--- src/rtl/ecc_apb_regfile_if.sv ---
// ecc_apb_regfile_if
//   APB3-style bus bundle between a bus master and the ECC register file.
//   Signals:
//     PADDR   [AMBA_ADDR_WIDTH-1:0]  address
//     PSEL                           slave select
//     PENABLE                        access phase qualifier
//     PWRITE                         1 = write, 0 = read
//     PWDATA  [AMBA_WORD-1:0]        write data
//     PRDATA  [AMBA_WORD-1:0]        read data (driven by the slave)
//   Modports: master (drives request, reads PRDATA), slave (the reverse).
interface ecc_apb_regfile_if #(
    parameter int AMBA_ADDR_WIDTH = 20,
    parameter int AMBA_WORD       = 32
);
    logic [AMBA_ADDR_WIDTH-1:0] PADDR;
    logic                       PSEL;
    logic                       PENABLE;
    logic                       PWRITE;
    logic [AMBA_WORD-1:0]       PWDATA;
    logic [AMBA_WORD-1:0]       PRDATA;

    modport master (
        output PADDR, PSEL, PENABLE, PWRITE, PWDATA,
        input  PRDATA
    );

    modport slave (
        input  PADDR, PSEL, PENABLE, PWRITE, PWDATA,
        output PRDATA
    );
endinterface

--- src/rtl/ecc_apb_regfile.sv ---
// ecc_apb_regfile
//   APB register file and launch sequencer for an ECC core.
//   Register map (PADDR[3:0], upper address bits ignored):
//     0x0 CTRL[1:0]            write launches an operation
//     0x4 DATA_IN              -> core_data_in
//     0x8 CODEWORD_WIDTH[1:0]  -> core_width
//     0xC NOISE                -> core_noise
//   Sequencer: IDLE -> START -> WAIT -> DONE. Register writes are only
//   accepted in IDLE and DONE; reads are always serviced.
//   Ports:
//     clk, rst            clock / asynchronous active-low reset
//     apb                 APB slave (ecc_apb_regfile_if.slave)
//     core_start          one-cycle launch pulse (START state)
//     core_ctrl/width     CTRL and CODEWORD_WIDTH fields
//     core_data_in/noise  DATA_IN and NOISE registers
//     core_done           core result valid
//     core_data_out       core result
//     core_num_errors     core error count
//     data_out            result latched on core_done
//     operation_done      one-cycle completion pulse (DONE state)
//     num_of_errors       error count latched on core_done
//   Build option: ECC_REGFILE_TIMEOUT_EN -- when defined, WAIT gives up
//   after 8 cycles without core_done and reports data_out=0,
//   num_of_errors=2'b11. Undefined, WAIT waits indefinitely.
module ecc_apb_regfile #(
    parameter int DATA_WIDTH      = 32,
    parameter int AMBA_ADDR_WIDTH = 20,
    parameter int AMBA_WORD       = 32
) (
    input  logic                  clk,
    input  logic                  rst,
    ecc_apb_regfile_if.slave      apb,
    output logic                  core_start,
    output logic [1:0]            core_ctrl,
    output logic [1:0]            core_width,
    output logic [DATA_WIDTH-1:0] core_data_in,
    output logic [DATA_WIDTH-1:0] core_noise,
    input  logic                  core_done,
    input  logic [DATA_WIDTH-1:0] core_data_out,
    input  logic [1:0]            core_num_errors,
    output logic [DATA_WIDTH-1:0] data_out,
    output logic                  operation_done,
    output logic [1:0]            num_of_errors
);

    localparam logic [1:0] ST_IDLE  = 2'd0;
    localparam logic [1:0] ST_START = 2'd1;
    localparam logic [1:0] ST_WAIT  = 2'd2;
    localparam logic [1:0] ST_DONE  = 2'd3;

    localparam logic [3:0] ADDR_CTRL  = 4'h0;
    localparam logic [3:0] ADDR_DATA  = 4'h4;
    localparam logic [3:0] ADDR_WIDTH = 4'h8;
    localparam logic [3:0] ADDR_NOISE = 4'hC;

    logic [1:0]            state;
    logic [1:0]            ctrl_r;
    logic [1:0]            width_r;
    logic [DATA_WIDTH-1:0] data_in_r;
    logic [DATA_WIDTH-1:0] noise_r;
    logic [DATA_WIDTH-1:0] data_out_r;
    logic [1:0]            nerr_r;
    logic [AMBA_WORD-1:0]  prdata;

    logic [3:0] reg_addr;
    logic       wr_access;
    logic       rd_access;
    logic       wr_open;
    logic       ctrl_wr;

    // Upper address bits and write-data bits beyond the register widths
    // are deliberately don't-care.
    logic unused_bus_bits;
    assign unused_bus_bits = ^{apb.PADDR, apb.PWDATA};

    assign reg_addr  = apb.PADDR[3:0];
    assign wr_access = apb.PSEL & apb.PENABLE & apb.PWRITE;
    assign rd_access = apb.PSEL & apb.PENABLE & ~apb.PWRITE;
    // Registers are frozen while the core is working on their contents.
    assign wr_open   = (state == ST_IDLE) || (state == ST_DONE);
    assign ctrl_wr   = wr_access && wr_open && (reg_addr == ADDR_CTRL);

    always_ff @(posedge clk or negedge rst) begin
        if (!rst) begin
            ctrl_r    <= '0;
            width_r   <= '0;
            data_in_r <= '0;
            noise_r   <= '0;
        end else if (wr_access && wr_open) begin
            case (reg_addr)
                ADDR_CTRL:  ctrl_r    <= apb.PWDATA[1:0];
                ADDR_DATA:  data_in_r <= apb.PWDATA[DATA_WIDTH-1:0];
                ADDR_WIDTH: width_r   <= apb.PWDATA[1:0];
                ADDR_NOISE: noise_r   <= apb.PWDATA[DATA_WIDTH-1:0];
                default:    ;
            endcase
        end
    end

`ifdef ECC_REGFILE_TIMEOUT_EN
    // Counts WAIT cycles; cleared everywhere else so each WAIT starts at 0.
    logic [2:0] wait_cnt;

    always_ff @(posedge clk or negedge rst) begin
        if (!rst) begin
            wait_cnt <= '0;
        end else if (state != ST_WAIT) begin
            wait_cnt <= '0;
        end else begin
            wait_cnt <= wait_cnt + 3'd1;
        end
    end
`endif

    always_ff @(posedge clk or negedge rst) begin
        if (!rst) begin
            state      <= ST_IDLE;
            data_out_r <= '0;
            nerr_r     <= '0;
        end else begin
            case (state)
                ST_IDLE:  if (ctrl_wr) state <= ST_START;
                ST_START: state <= ST_WAIT;
                ST_WAIT: begin
                    if (core_done) begin
                        state      <= ST_DONE;
                        data_out_r <= core_data_out;
                        nerr_r     <= core_num_errors;
                    end
`ifdef ECC_REGFILE_TIMEOUT_EN
                    // Eighth WAIT cycle without a result: report failure.
                    else if (wait_cnt == 3'd7) begin
                        state      <= ST_DONE;
                        data_out_r <= '0;
                        nerr_r     <= 2'b11;
                    end
`endif
                end
                // A CTRL write landing in DONE chains straight into a new run.
                ST_DONE:  state <= ctrl_wr ? ST_START : ST_IDLE;
                default:  state <= ST_IDLE;
            endcase
        end
    end

    always_comb begin
        prdata = '0;
        if (rd_access) begin
            case (reg_addr)
                ADDR_CTRL:  prdata = AMBA_WORD'(ctrl_r);
                ADDR_DATA:  prdata = AMBA_WORD'(data_in_r);
                ADDR_WIDTH: prdata = AMBA_WORD'(width_r);
                ADDR_NOISE: prdata = AMBA_WORD'(noise_r);
                default:    prdata = '0;
            endcase
        end
    end

    assign apb.PRDATA     = prdata;
    assign core_start     = (state == ST_START);
    assign operation_done = (state == ST_DONE);
    assign core_ctrl      = ctrl_r;
    assign core_width     = width_r;
    assign core_data_in   = data_in_r;
    assign core_noise     = noise_r;
    assign data_out       = data_out_r;
    assign num_of_errors  = nerr_r;

endmodule

--- src/flat_wrapper.sv ---
// flat-port wrapper written by rule: the top's interface ports become plain ports
module ecc_apb_regfile_flat 
#(
    parameter int DATA_WIDTH      = 32,
    parameter int AMBA_ADDR_WIDTH = 20,
    parameter int AMBA_WORD       = 32
)
  (clk, rst, core_start, core_ctrl, core_width, core_data_in, core_noise, core_done, core_data_out, core_num_errors, data_out, operation_done, num_of_errors, apb_PADDR, apb_PSEL, apb_PENABLE, apb_PWRITE, apb_PWDATA, apb_PRDATA);
  ecc_apb_regfile_if #(.AMBA_ADDR_WIDTH(AMBA_ADDR_WIDTH), .AMBA_WORD(AMBA_WORD)) apb_i ();
  input  logic clk;
  input  logic rst;
  output logic core_start;
  output logic [1:0] core_ctrl;
  output logic [1:0] core_width;
  output logic [DATA_WIDTH-1:0] core_data_in;
  output logic [DATA_WIDTH-1:0] core_noise;
  input  logic core_done;
  input  logic [DATA_WIDTH-1:0] core_data_out;
  input  logic [1:0] core_num_errors;
  output logic [DATA_WIDTH-1:0] data_out;
  output logic operation_done;
  output logic [1:0] num_of_errors;
  input wire logic [$bits(apb_i.PADDR)-1:0] apb_PADDR;
  input wire logic [$bits(apb_i.PSEL)-1:0] apb_PSEL;
  input wire logic [$bits(apb_i.PENABLE)-1:0] apb_PENABLE;
  input wire logic [$bits(apb_i.PWRITE)-1:0] apb_PWRITE;
  input wire logic [$bits(apb_i.PWDATA)-1:0] apb_PWDATA;
  output wire logic [$bits(apb_i.PRDATA)-1:0] apb_PRDATA;
  assign apb_i.PADDR = apb_PADDR;
  assign apb_i.PSEL = apb_PSEL;
  assign apb_i.PENABLE = apb_PENABLE;
  assign apb_i.PWRITE = apb_PWRITE;
  assign apb_i.PWDATA = apb_PWDATA;
  assign apb_PRDATA = apb_i.PRDATA;
  ecc_apb_regfile #(.DATA_WIDTH(DATA_WIDTH), .AMBA_ADDR_WIDTH(AMBA_ADDR_WIDTH), .AMBA_WORD(AMBA_WORD)) u_core (.clk(clk), .rst(rst), .apb(apb_i), .core_start(core_start), .core_ctrl(core_ctrl), .core_width(core_width), .core_data_in(core_data_in), .core_noise(core_noise), .core_done(core_done), .core_data_out(core_data_out), .core_num_errors(core_num_errors), .data_out(data_out), .operation_done(operation_done), .num_of_errors(num_of_errors));
endmodule
--- config.mk ---
export PLATFORM = sky130hd
export DESIGN_NAME = ecc_apb_regfile_flat
export DESIGN_NICKNAME = d
export VERILOG_FILES = /design/src/rtl/ecc_apb_regfile_if.sv /design/src/rtl/ecc_apb_regfile.sv /design/src/flat_wrapper.sv
export SDC_FILE = /design/constraint.sdc
export NUM_CORES = 1
export LEC_CHECK = 0
export BUFFER_PORTS_ARGS = -buffer_cell sky130_fd_sc_hd__buf_2
export CAP_MARGIN = 0
export CORE_ASPECT_RATIO = 0.7
export CORE_MARGIN = 1
export CORE_UTILIZATION = 41
export CTS_CLUSTER_DIAMETER = 50
export DETAILED_ROUTE_END_ITERATION = 8
export PLACE_DENSITY = 0.84
export SYNTH_ARGS = -nofsm -noshare
export SYNTH_HDL_FRONTEND = slang
export SYNTH_SLANG_ARGS = --single-unit
--- constraint.sdc ---
create_clock -name clk -period 2.14 [get_ports clk]
set_clock_uncertainty 0.2 [all_clocks]
set_input_delay 0.428 -clock clk [delete_from_list [all_inputs] [get_ports clk]]
set_output_delay 0.428 -clock clk [all_outputs]
set_load 0.02 [all_outputs]
==> qor.csv <==
metric,value,unit
die-area,11360,sq um
rsz0062_at_grt,yes,
num_io_pins,228,
clkTransAtPathRegs,70,ps
fillerInstances,786,
fin_ws,-47.32,ps
hpwl,8232,um
clock_latency,330,ps
min_path_type,in -> reg,
die_x,127.0,um
wl_per_cell,17.69,um
path_class,in -> out,
yosysMostFrequentCell,dfrtp_1,
synth_nets,419,
synth_cell_types,29,
initial_utilization,0.4280,
grt_max_degree,105,
synthArstFlopShare,1.000,
worstReg2RegStart,u_core.state[1],
antenna_cells,0,
grt_antenna_before_repair,0,
synth_common_cells,"dfrtp_1 (104), mux2_1 (66), mux2_2 (36)",
syn_inst,322,
grt.overflow.total,0,
syn_to_final_growth,48.77,%
first_iter_violations,131,
drv_cap,0,
synthFlopType,dfrtp_1,
portBuffers,211,
rows,31,
vias_per_cell,5.214,
ant_nets,0,
final_util,0.6367,
crit_path_max_incr_delay,300,ps
clock-sinks,104,
violations,negative setup slack,
routed_wl,12330,um
crit_slowest_cell,nor4b_4,
p_leak,3.438,nW
synth_seq_area_share,0.5807,
die_h,89.48,um
synth_edf_count,0,
start_kind,primary input,
crit_arrival,1560,ps
min_period,2187,ps
relSlewSlack,0.6343,
ir_drop,931.4,uV
dpl_cell_area,5834,sq um
max_freq,457.2,MHz
cp-end-kind,primary output,
cp_cell_sequence,"buf_8, nor4b_4, buf_6, buf_16, a22oi_1, nor2_1, buf_4",
stdcell_area,6668,sq um
grt_pass1_vias,3517,
yosys-top-cells-area,"dfrtp_1 (58%), mux2_1 (17%), mux2_2 (9.0%)",
synth_area_leader_cell,dfrtp_1,
cts_tree,built,
clockBufferDepth,2,
hp-start,core_data_out[7],
drt_pre_antenna_iters,5,
grt_usage,0.2087,
clockRootBuffer,clkbuf_16,
drc_errors,0,
grt_pass1_wl,18020,um
setup_violations,10,
p_per_area,1137,nW/um^2
critPathLaunch,apb_PADDR[3],
syn_area_per_cell,13.92,sq um
routabilityCongestion,0.8009,
regArea,2603,sq um
maxSlewViolCount,0,
worst_pin_slew,548.6,ps
outcome,"finished, violations left",
core-area,10470,sq um
ys.warnings.count,0,
numCtsBuffers,9,
netlist.area_leader.share,0.5807,
drive_gt1_frac,0.5965,
min_period_over_period,1.022,
htree_levels,3,
multi_input_area,1903,sq um
syn-cell-area,4482,sq um
fin_nets,657,
ys_seq_elements,104,
vias,3634,
critPathRequiredTime,1510,ps
final_hold_viol_count,0,
crit_fanout,7,
-- registers in the layout, summed over array words and instances, names as in the netlist --
signal	cells
u_core.data_out	32
u_core.core_data_in	32
u_core.state	2
u_core.num_of_errors	2
u_core.core_ctrl	2
u_core.core_noise	32
u_core.core_width	2
-- layout make-up --
class,count,area share
Multi-Input combinational cell,195,0.2854
Tap cell,132,0.02477
Inverter,3,0.001689
Timing Repair Buffer,247,0.2541
Clock inverter,4,0.008257
Sequential cell,104,0.3903
Clock buffer,12,0.03547
-- final timing paths --
check | endpoint | slack, ps | cells past startpoint
setup / recovery | apb_PRDATA[17] | -50 | 7
hold / removal | u_core.data_out[7] | 120 | 2
setup reg to reg | u_core.core_noise[17] | 0 | 7
hold reg to reg | u_core.data_out[30] | 300 | 1
max in group asynchronous | u_core.core_noise[3] | 820 | 3
min in group asynchronous | u_core.data_out[26] | 500 | 3
-- metrics by stage --
step                cells  hold WS, ps  power, mW  setup WS, ps  setup TNS (ps)
CTS                   691        111.2      7.523        -18.73          -71.61
floorplan             322       -67.59      4.675         11.56               0
finish                697        123.3      7.579        -47.32          -124.2
global route          697        107.0      8.001        -90.25           -1967
detailed placement    664        287.5      5.814        -163.5           -9525
global placement      664        282.3      5.674        -138.9           -5663
-- kinds of logic (layout without fill, tap and decap cells) --
group | Yosys count | after routing | share of synthesized area
compound gates | 39 | 39 | 0.06561
flops | 104 | 104 | 0.5807
fa+ha+maj | 5 | 5 | 0.01396
mux | 103 | 103 | 0.2585
buf+inv | 23 | 266 | 0.02792
simple gates | 48 | 48 | 0.05332
-- cells in the final DEF, fill, tap and decap left out, types with 2 or more instances in the layout --
| master | synthesis | routed |
|---|---|---|
| a22oi_1 | 30 | 26 |
| nor2_1 | 35 | 29 |
| nor2_2 | 0 | 5 |
| buf_2 | 1 | 174 |
| dfrtp_1 | 104 | 104 |
| buf_16 | 0 | 3 |
| a22oi_2 | 0 | 4 |
| nand2_1 | 2 | 2 |
| clkbuf_1 | 12 | 3 |
| buf_12 | 0 | 10 |
| inv_2 | 1 | 2 |
| clkinv_4 | 0 | 2 |
| a21oi_1 | 2 | 2 |
| clkbuf_16 | 0 | 11 |
| ha_1 | 5 | 4 |
| a22o_1 | 2 | 2 |
| mux2_2 | 36 | 36 |
| mux2_1 | 66 | 43 |
| buf_6 | 3 | 10 |
| mux2_4 | 0 | 23 |
| buf_4 | 4 | 45 |
| a222oi_1 | 2 | 2 |
| buf_8 | 0 | 2 |
-- timing repair --
action	in CTS	in global routing
hold endpoints to repair	95	0
setup buffers	6	4
endpoints found under the setup margin	96	66
pin swaps	9	6
gates cloned	4	2
resized for setup	55	40
hold buffers	1	0
-- worst max-delay path, delay by kind of cell --
kind / cells / cell delay, ps
buf+inv: 4 / 580
simple gates: 2 / 450
compound gates: 1 / 90
-- power by group --
| group | switching (mW) | internal [mW] |
|---|---|---|
| clock | 0.692 | 0.913 |
| sequential | 0.424 | 2.63 |
| combinational | 1.61 | 1.31 |
| total | 2.73 | 4.85 |
-- metal layers --
metal	share of wire	global-route usage	wire [um]	up-vias
met5	0	0	0	-
met4	0.011	0.05411	141	0
met3	0.077	0.06822	944	16
met2	0.49	0.3686	6036	174
met1	0.42	0.2501	5208	1798
li1	-	-	-	1646
No activity file was read; power rests on OpenSTA's default activity.
